`config.mk`:
```
export PLATFORM = sky130hd
export DESIGN_NAME = i281_fetch_unit
export DESIGN_NICKNAME = d
export VERILOG_FILES = /design/src/rtl/i281_pkg.sv /design/src/rtl/i281_fetch_unit.sv
export SDC_FILE = /design/constraint.sdc
export NUM_CORES = 1
export LEC_CHECK = 0
export CORE_MARGIN = 2
export CORE_UTILIZATION = 35
export CTS_BUF_LIST = sky130_fd_sc_hd__clkbuf_8
export CTS_CLUSTER_DIAMETER = 50
export CTS_CLUSTER_SIZE = 24
export DETAILED_ROUTE_END_ITERATION = 7
export PLACE_DENSITY = 0.73
export SETUP_SLACK_MARGIN = 0.5
export SYNTH_ARGS = -nofsm -noshare
export SYNTH_HDL_FRONTEND = slang
export SYNTH_SLANG_ARGS = --single-unit
```
`constraint.sdc`:
```
create_clock -name clock -period 2.2 [get_ports clock]
set_input_delay 0.33 -clock clock [delete_from_list [all_inputs] [get_ports clock]]
set_output_delay 0.33 -clock clock [all_outputs]
set_load 0.01 [all_outputs]
```
`src/rtl/i281_pkg.sv`:
```
// Shared i281 definitions: datapath widths, fetch FSM states and instruction field positions.
package i281_pkg;

  localparam int PC_W    = 5;
  localparam int INSTR_W = 17;

  typedef enum logic [1:0] {
    ST_ADDR   = 2'd0,
    ST_CAPT   = 2'd1,
    ST_HOLD   = 2'd2,
    ST_HALTED = 2'd3
  } fetch_state_e;

  // Instruction field slices, consumed by decode; fetch passes words through untouched.
  localparam int SPARE_BIT = 16;
  localparam int OPC_MSB   = 15;
  localparam int OPC_LSB   = 12;
  localparam int RA_MSB    = 11;
  localparam int RA_LSB    = 10;
  localparam int RB_MSB    = 9;
  localparam int RB_LSB    = 8;
  localparam int IMM_MSB   = 7;
  localparam int IMM_LSB   = 0;

endpackage

```
`src/rtl/i281_fetch_unit.sv`:
```
// i281 instruction fetch: pc, instruction register and valid/ready hand-off to decode.
// Optional fetched-instruction counter port enabled by defining I281_FETCH_PERF_EN.
module i281_fetch_unit
  import i281_pkg::*;
#(
  parameter int PC_W    = i281_pkg::PC_W,
  parameter int INSTR_W = i281_pkg::INSTR_W
) (
  input  logic               clock,
  input  logic               reset_n,
  output logic [PC_W-1:0]    imem_addr,
  input  logic [INSTR_W-1:0] imem_data,
  output logic [INSTR_W-1:0] ir,
  output logic [PC_W-1:0]    ir_pc,
  output logic               ir_valid,
  input  logic               ir_ready,
  input  logic               redirect_valid,
  input  logic [PC_W-1:0]    redirect_pc,
  input  logic               halt
`ifdef I281_FETCH_PERF_EN
 ,output logic [15:0]        fetch_count
`endif
);

  fetch_state_e       state_r;
  logic [PC_W-1:0]    pc_r;
  logic [PC_W-1:0]    ir_pc_r;
  logic [INSTR_W-1:0] ir_r;
  logic               ir_valid_r;
  logic               xfer_s;

  assign xfer_s    = ir_valid_r & ir_ready;
  assign imem_addr = pc_r;
  assign ir        = ir_r;
  assign ir_pc     = ir_pc_r;
  assign ir_valid  = ir_valid_r;

  // Fetch FSM with pc, ir, ir_pc and ir_valid registers; redirect outranks every other update.
  always_ff @(posedge clock or negedge reset_n) begin
    if (!reset_n) begin
      state_r    <= ST_ADDR;
      pc_r       <= {PC_W{1'b0}};
      ir_pc_r    <= {PC_W{1'b0}};
      ir_r       <= {INSTR_W{1'b0}};
      ir_valid_r <= 1'b0;
    end else begin
      case (state_r)
        ST_ADDR: begin
          if (redirect_valid) begin
            pc_r <= redirect_pc;
          end else if (halt) begin
            state_r <= ST_HALTED;
          end else begin
            state_r <= ST_CAPT;
          end
        end
        ST_CAPT: begin
          // A redirect here drops the word coming back from memory; ir keeps its old contents.
          if (redirect_valid) begin
            pc_r       <= redirect_pc;
            ir_valid_r <= 1'b0;
            state_r    <= ST_ADDR;
          end else begin
            ir_r       <= imem_data;
            ir_pc_r    <= pc_r;
            pc_r       <= pc_r + {{(PC_W-1){1'b0}}, 1'b1};
            ir_valid_r <= 1'b1;
            state_r    <= ST_HOLD;
          end
        end
        ST_HOLD: begin
          if (redirect_valid) begin
            pc_r       <= redirect_pc;
            ir_valid_r <= 1'b0;
            state_r    <= ST_ADDR;
          end else if (xfer_s) begin
            ir_valid_r <= 1'b0;
            state_r    <= halt ? ST_HALTED : ST_ADDR;
          end else begin
            ir_valid_r <= 1'b1;
          end
        end
        ST_HALTED: begin
          if (redirect_valid) begin
            pc_r <= redirect_pc;
          end else if (!halt) begin
            state_r <= ST_ADDR;
          end else begin
            state_r <= ST_HALTED;
          end
        end
        default: begin
          state_r    <= ST_ADDR;
          ir_valid_r <= 1'b0;
        end
      endcase
    end
  end

`ifdef I281_FETCH_PERF_EN
  logic [15:0] fetch_count_r;
  logic        capt_ok_s;

  assign capt_ok_s   = (state_r == ST_CAPT) & ~redirect_valid;
  assign fetch_count = fetch_count_r;

  // Saturating count of completed captures.
  always_ff @(posedge clock or negedge reset_n) begin
    if (!reset_n) begin
      fetch_count_r <= 16'd0;
    end else if (capt_ok_s && (fetch_count_r != 16'hFFFF)) begin
      fetch_count_r <= fetch_count_r + 16'd1;
    end else begin
      fetch_count_r <= fetch_count_r;
    end
  end
`endif

endmodule

```
# Word level (Yosys, flattened, before mapping)

Cells that the tools add are included.

$add $sub $neg: 1
Equal/unequal tests: 7
Muxes and demuxes: 15
Bitwise logic cells: 2
Reductions and logical operators: 5

Operator list:

| operator              | number |
|---|---|
| $mux W2               | 7 |
| $mux W5               | 2 |
| $pmux W5 S2           | 1 |
| $pmux W2 S4           | 1 |
| $add A5 B1 Y5 const B | 1 |
| $eq A2 B2 Y1 const B  | 2 |
| $ne A2 B2 Y1 const B  | 2 |
| $mux W1               | 3 |
| $ne A3 B3 Y1 const B  | 1 |
| $reduce_and A3 Y1     | 1 |
| $reduce_or A3 Y1      | 1 |
| $eq A2 B1 Y1 const B  | 1 |
| $logic_not A2 Y1      | 1 |
| $ne A2 B1 Y1 const B  | 1 |
| $pmux W1 S2           | 1 |
| $reduce_and A2 Y1     | 1 |
| $reduce_bool A2 Y1    | 1 |
| $and A1 B1 Y1         | 1 |
| $not A1 Y1            | 1 |

Flip-flop bits (word level): 30
Bits of input ports: 27
Word-level logic and storage cells: 35

# Logic depth before layout (Yosys ltp)

Depth in word-level cells: 4
Mapped depth: 8
Mapped depth without buffers: 5

# Worst setup path after synthesis

Ideal clock, no wire load.

Kind: register to register
From: register state_r[1]
To: register ir_r[10] (netlist: ir[10])
Setup time: 0.125 ns
Arrival time: 1.418 ns
Data required time: 2.075 ns
Setup slack: 0.657 ns
Stages on the path, launching flop included: 8
Path buffers: 3
Cells stage by stage: dfrtp_1 > inv_1 > ha_1 > buf_6 > nor2b_4 > buf_6 > buf_12 > mux2_4

Word-level cells in the longest chain between the ends: 2

RTL lines:

| element                     | RTL line              | text |
|---|---|---|
| from (decl)                 | i281_fetch_unit.sv:25 | `fetch_state_e state_r;` |
| from (signal assigned)      | i281_fetch_unit.sv:78 | `state_r <= halt ? ST_HALTED : ST_ADDR;` |
| $eq A2 B1 Y1                | i281_fetch_unit.sv:47 | `case (state_r)` |
| $reduce_and A2 Y1 (no line) | --                    |  |
| to (signal assigned)        | i281_fetch_unit.sv:44 | `ir_r <= {INSTR_W{1'b0}};` |
| to (signal assigned)        | i281_fetch_unit.sv:64 | `ir_r <= imem_data;` |
| to (decl)                   | i281_fetch_unit.sv:28 | `logic [INSTR_W-1:0] ir_r;` |

Every way passes these cells.
A chain may end at the register's enable or synchronous reset.

# Final worst setup path

From: register pc_r[2] (netlist: imem_addr[2])
To: output port imem_addr[2]

RTL lines:

| element                | RTL line              | text |
|---|---|---|
| from (decl)            | i281_fetch_unit.sv:26 | `logic [PC_W-1:0] pc_r;` |
| from (signal assigned) | i281_fetch_unit.sv:42 | `pc_r <= {PC_W{1'b0}};` |
| from (signal assigned) | i281_fetch_unit.sv:50 | `pc_r <= redirect_pc;` |
| from (signal assigned) | i281_fetch_unit.sv:60 | `pc_r <= redirect_pc;` |
| to (decl)              | i281_fetch_unit.sv:11 | `output logic [PC_W-1:0] imem_addr,` |

No word-level cell between the ends.

==> impl_metrics.toml <==
[cells_and_area]
fin_util_pct = 54.9
seq_area_um2 = 751
syn2layout_area_growth_pct = 51.4
num-fill-cells = 308
nNetsFinal = 191
diodes = 0
multi_input_area_um2 = 619
drive_above_1_share_pct = 25.2

[sta]
hold_violations = 0
tightestPinTransition_ns = 0.420
setup_viol = 0
drv_slew = 0
min_period_over_period_pct = 73.7
timing.fmax_mhz = 617
slew-limit-headroom_pct = 71.9
clock_skew_ns = 0.00415
rsz0062_at_grt = "no"
fin_setup_tns_ns = 0
min_period_ns = 1.62

[setup_path]
critical_path_arrival_ns = 1.29
path_max_fanout = 5
worst_ep_required_time_ns = 1.87
slowest_stage = "clkdlybuf4s50_1"
start_kind = "flop"
path_cells = "clkdlybuf4s50_1"
worst-path-buf-inv = 1
end_kind = "output port"
path_class = "flop to output port"
crit_family = "buffers and inverters"
slowest_delay_ns = 0.57

[clock_tree]
ctsRootBufferMaster = "clkbuf_8"
worstSkewPairLatency_ns = 0.28
path_clk_slew_ns = 0.07
cts_made_buffers = 5
h-tree-depth = 2
clock_path_buffers = 2
cts_tree = "built"
cts.sink_count = 30

[synthesis]
netlist_instances = 97
synth_area_per_cell_um2 = 14.8
syn_area_um2 = 1440
synth_seq_cells = 30
synth_seq_area_share_pct = 52.1
yosysWarnings = 0
ys_types = 21
synth_nets = 130

[die]
start_util_pct = 36.3
coreArea_um2 = 3970
rows = 23
die-height_um = 68.1
dieArea_um2 = 4640
io-pin-count = 55
die_x_um = 68.1

[grt]
antenna_found_initial = 0
grtUsageTotal_pct = 13.3
grt_pass1_wl_um = 4480
overflow = 0
grt_max_degree = 31
grt_pass1_vias = 957

[power_and_ir_drop]
powerDensity_nw_per_um2 = 1430
ir_worst_vdd_uv = 471
p_leak_nw = 0.951
power.total_mw = 3.12

[detailed_routing]
viasPerCell = 4.80
ant_nets = 0
dr.pass1.iters = 3
drcViolationCount = 0
via_count = 1004
initialDrtViolationCount = 44
wirelength_um = 3090
wire_per_inst_um = 14.8

[status]
status = "completed"

[place]
io_buffer_count = 54
dp_hpwl_um = 2280
place.gp.congestion = 0.778

[worst_hold_path]
hold_path_class = "primary input to asynchronous set/reset pin"

[flow_run]
drv_cap = 0
==> cells in the final DEF (no fill, tap or decap), drive strengths merged <==
| master | n |
|---|---|
| xnor2 | 2 |
| clkdlybuf4s50 | 54 |
| inv | 4 |
| a211oi | 2 |
| a21o | 1 |
| a21bo | 1 |
| bufinv | 2 |
| nand4 | 2 |
| buf | 5 |
| ha | 6 |
| clkbuf | 6 |
| mux2 | 24 |
| o21ai | 5 |
| nor3b | 1 |
| nor2b | 2 |
| dfrtp | 30 |
| mux2i | 2 |
| xor2 | 2 |
| a31oi | 3 |
| nand2 | 5 |
==> routing by layer <==
| metal | vias up | global-route usage, % | wire, µm |
|---|---|---|---|
| met5 | - | 0 | 0 |
| met4 | 0 | 6.75 | 82 |
| met3 | 9 | 4.77 | 311 |
| met2 | 49 | 21.7 | 1380 |
| met1 | 484 | 15.4 | 1310 |
| li1 | 462 | - | - |
==> final timing paths <==
check,from,slack [ns],cells after the start,to
setup / recovery,imem_addr[2]$_DFFE_PN0P_,0.58,1,imem_addr[2]
hold / removal,reset_n,0.44,2,imem_addr[4]$_DFFE_PN0P_
setup reg to reg,state_r[1]$_DFFE_PN0P_,0.60,5,ir[5]$_DFFE_PN0P_
hold reg to reg,ir[4]$_DFFE_PN0P_,0.51,1,ir[4]$_DFFE_PN0P_
max in group asynchronous,reset_n,1.47,2,ir[3]$_DFFE_PN0P_
min in group clock,ir[4]$_DFFE_PN0P_,0.51,1,ir[4]$_DFFE_PN0P_
==> final cells by class <==
| type | instances | share of cell area, % |
|---|---|---|
| Sequential cell | 30 | 34.4 |
| Clock inverter | 2 | 2.75 |
| Tap cell | 50 | 2.87 |
| Inverter | 4 | 0.688 |
| Clock buffer | 6 | 3.79 |
| Timing Repair Buffer | 59 | 27.1 |
| Multi-Input combinational cell | 58 | 28.4 |
==> synth_stat cells <==
| library cell | count | area share (%) |
|---|---|---|
| ha_1 | 6 | 5.2 |
| nand4_1 | 2 | 0.87 |
| inv_1 | 4 | 1.0 |
| xor2_1 | 2 | 1.2 |
| buf_6 | 2 | 1.6 |
| a21bo_2 | 1 | 0.70 |
| buf_2 | 1 | 0.35 |
| mux2_2 | 5 | 3.9 |
| nor3b_1 | 1 | 0.52 |
| nor2b_1 | 1 | 0.43 |
| nor2b_4 | 1 | 0.96 |
| a211oi_1 | 2 | 1.0 |
| dfrtp_1 | 30 | 52 |
| buf_12 | 2 | 2.8 |
| mux2_4 | 19 | 20 |
| nand2_1 | 5 | 1.3 |
| o21ai_0 | 5 | 1.7 |
| a21o_1 | 1 | 0.52 |
| mux2i_1 | 2 | 1.4 |
| xnor2_1 | 2 | 1.2 |
| a31oi_1 | 3 | 1.3 |
==> cell families after synthesis <==
logic type               count (synthesis)  synth area share, %
buffers and inverters                    9                 5.73
flip-flops                              30                 52.1
XOR/XNOR                                 4                 2.43
adder cells (fa/ha/maj)                  6                 5.21
AND/OR/NAND/NOR                         10                 4.08
AO/OA/AOI/OAI                           12                 5.30
multiplexers                            26                 25.1
==> registers in the layout (all words and copies together), names as in the netlist <==
signal,cells
ir,17
imem_addr,5
ir_pc,5
ir_valid,1
state_r,2
==> power breakdown <==
part | internal [mW] | switching (mW)
Combinational | 0.930 | 0.508
Clock | 0.483 | 0.206
Sequential | 0.812 | 0.179
Total | 2.23 | 0.893
==> stage by stage <==
step	setup WS (ns)	instance area, µm²	hold WS, ns	instances
4_1_cts	0.552	2170	0.446	209
6_report	0.580	2180	0.444	209
3_3_place_gp	0.434	2010	0.492	199
2_1_floorplan	0.657	1440	0.0344	97
5_1_grt	0.533	2180	0.463	209
3_5_place_dp	0.334	2010	0.495	199
==> repair_timing <==
item / 4_1_cts / 5_1_grt
gates resized for setup: 1 / 1
buffers inserted: 2 / 0
hold buffers: 0 / 0
setup endpoints to repair: 20 / 17
No activity file was read; power rests on OpenSTA's default activity.
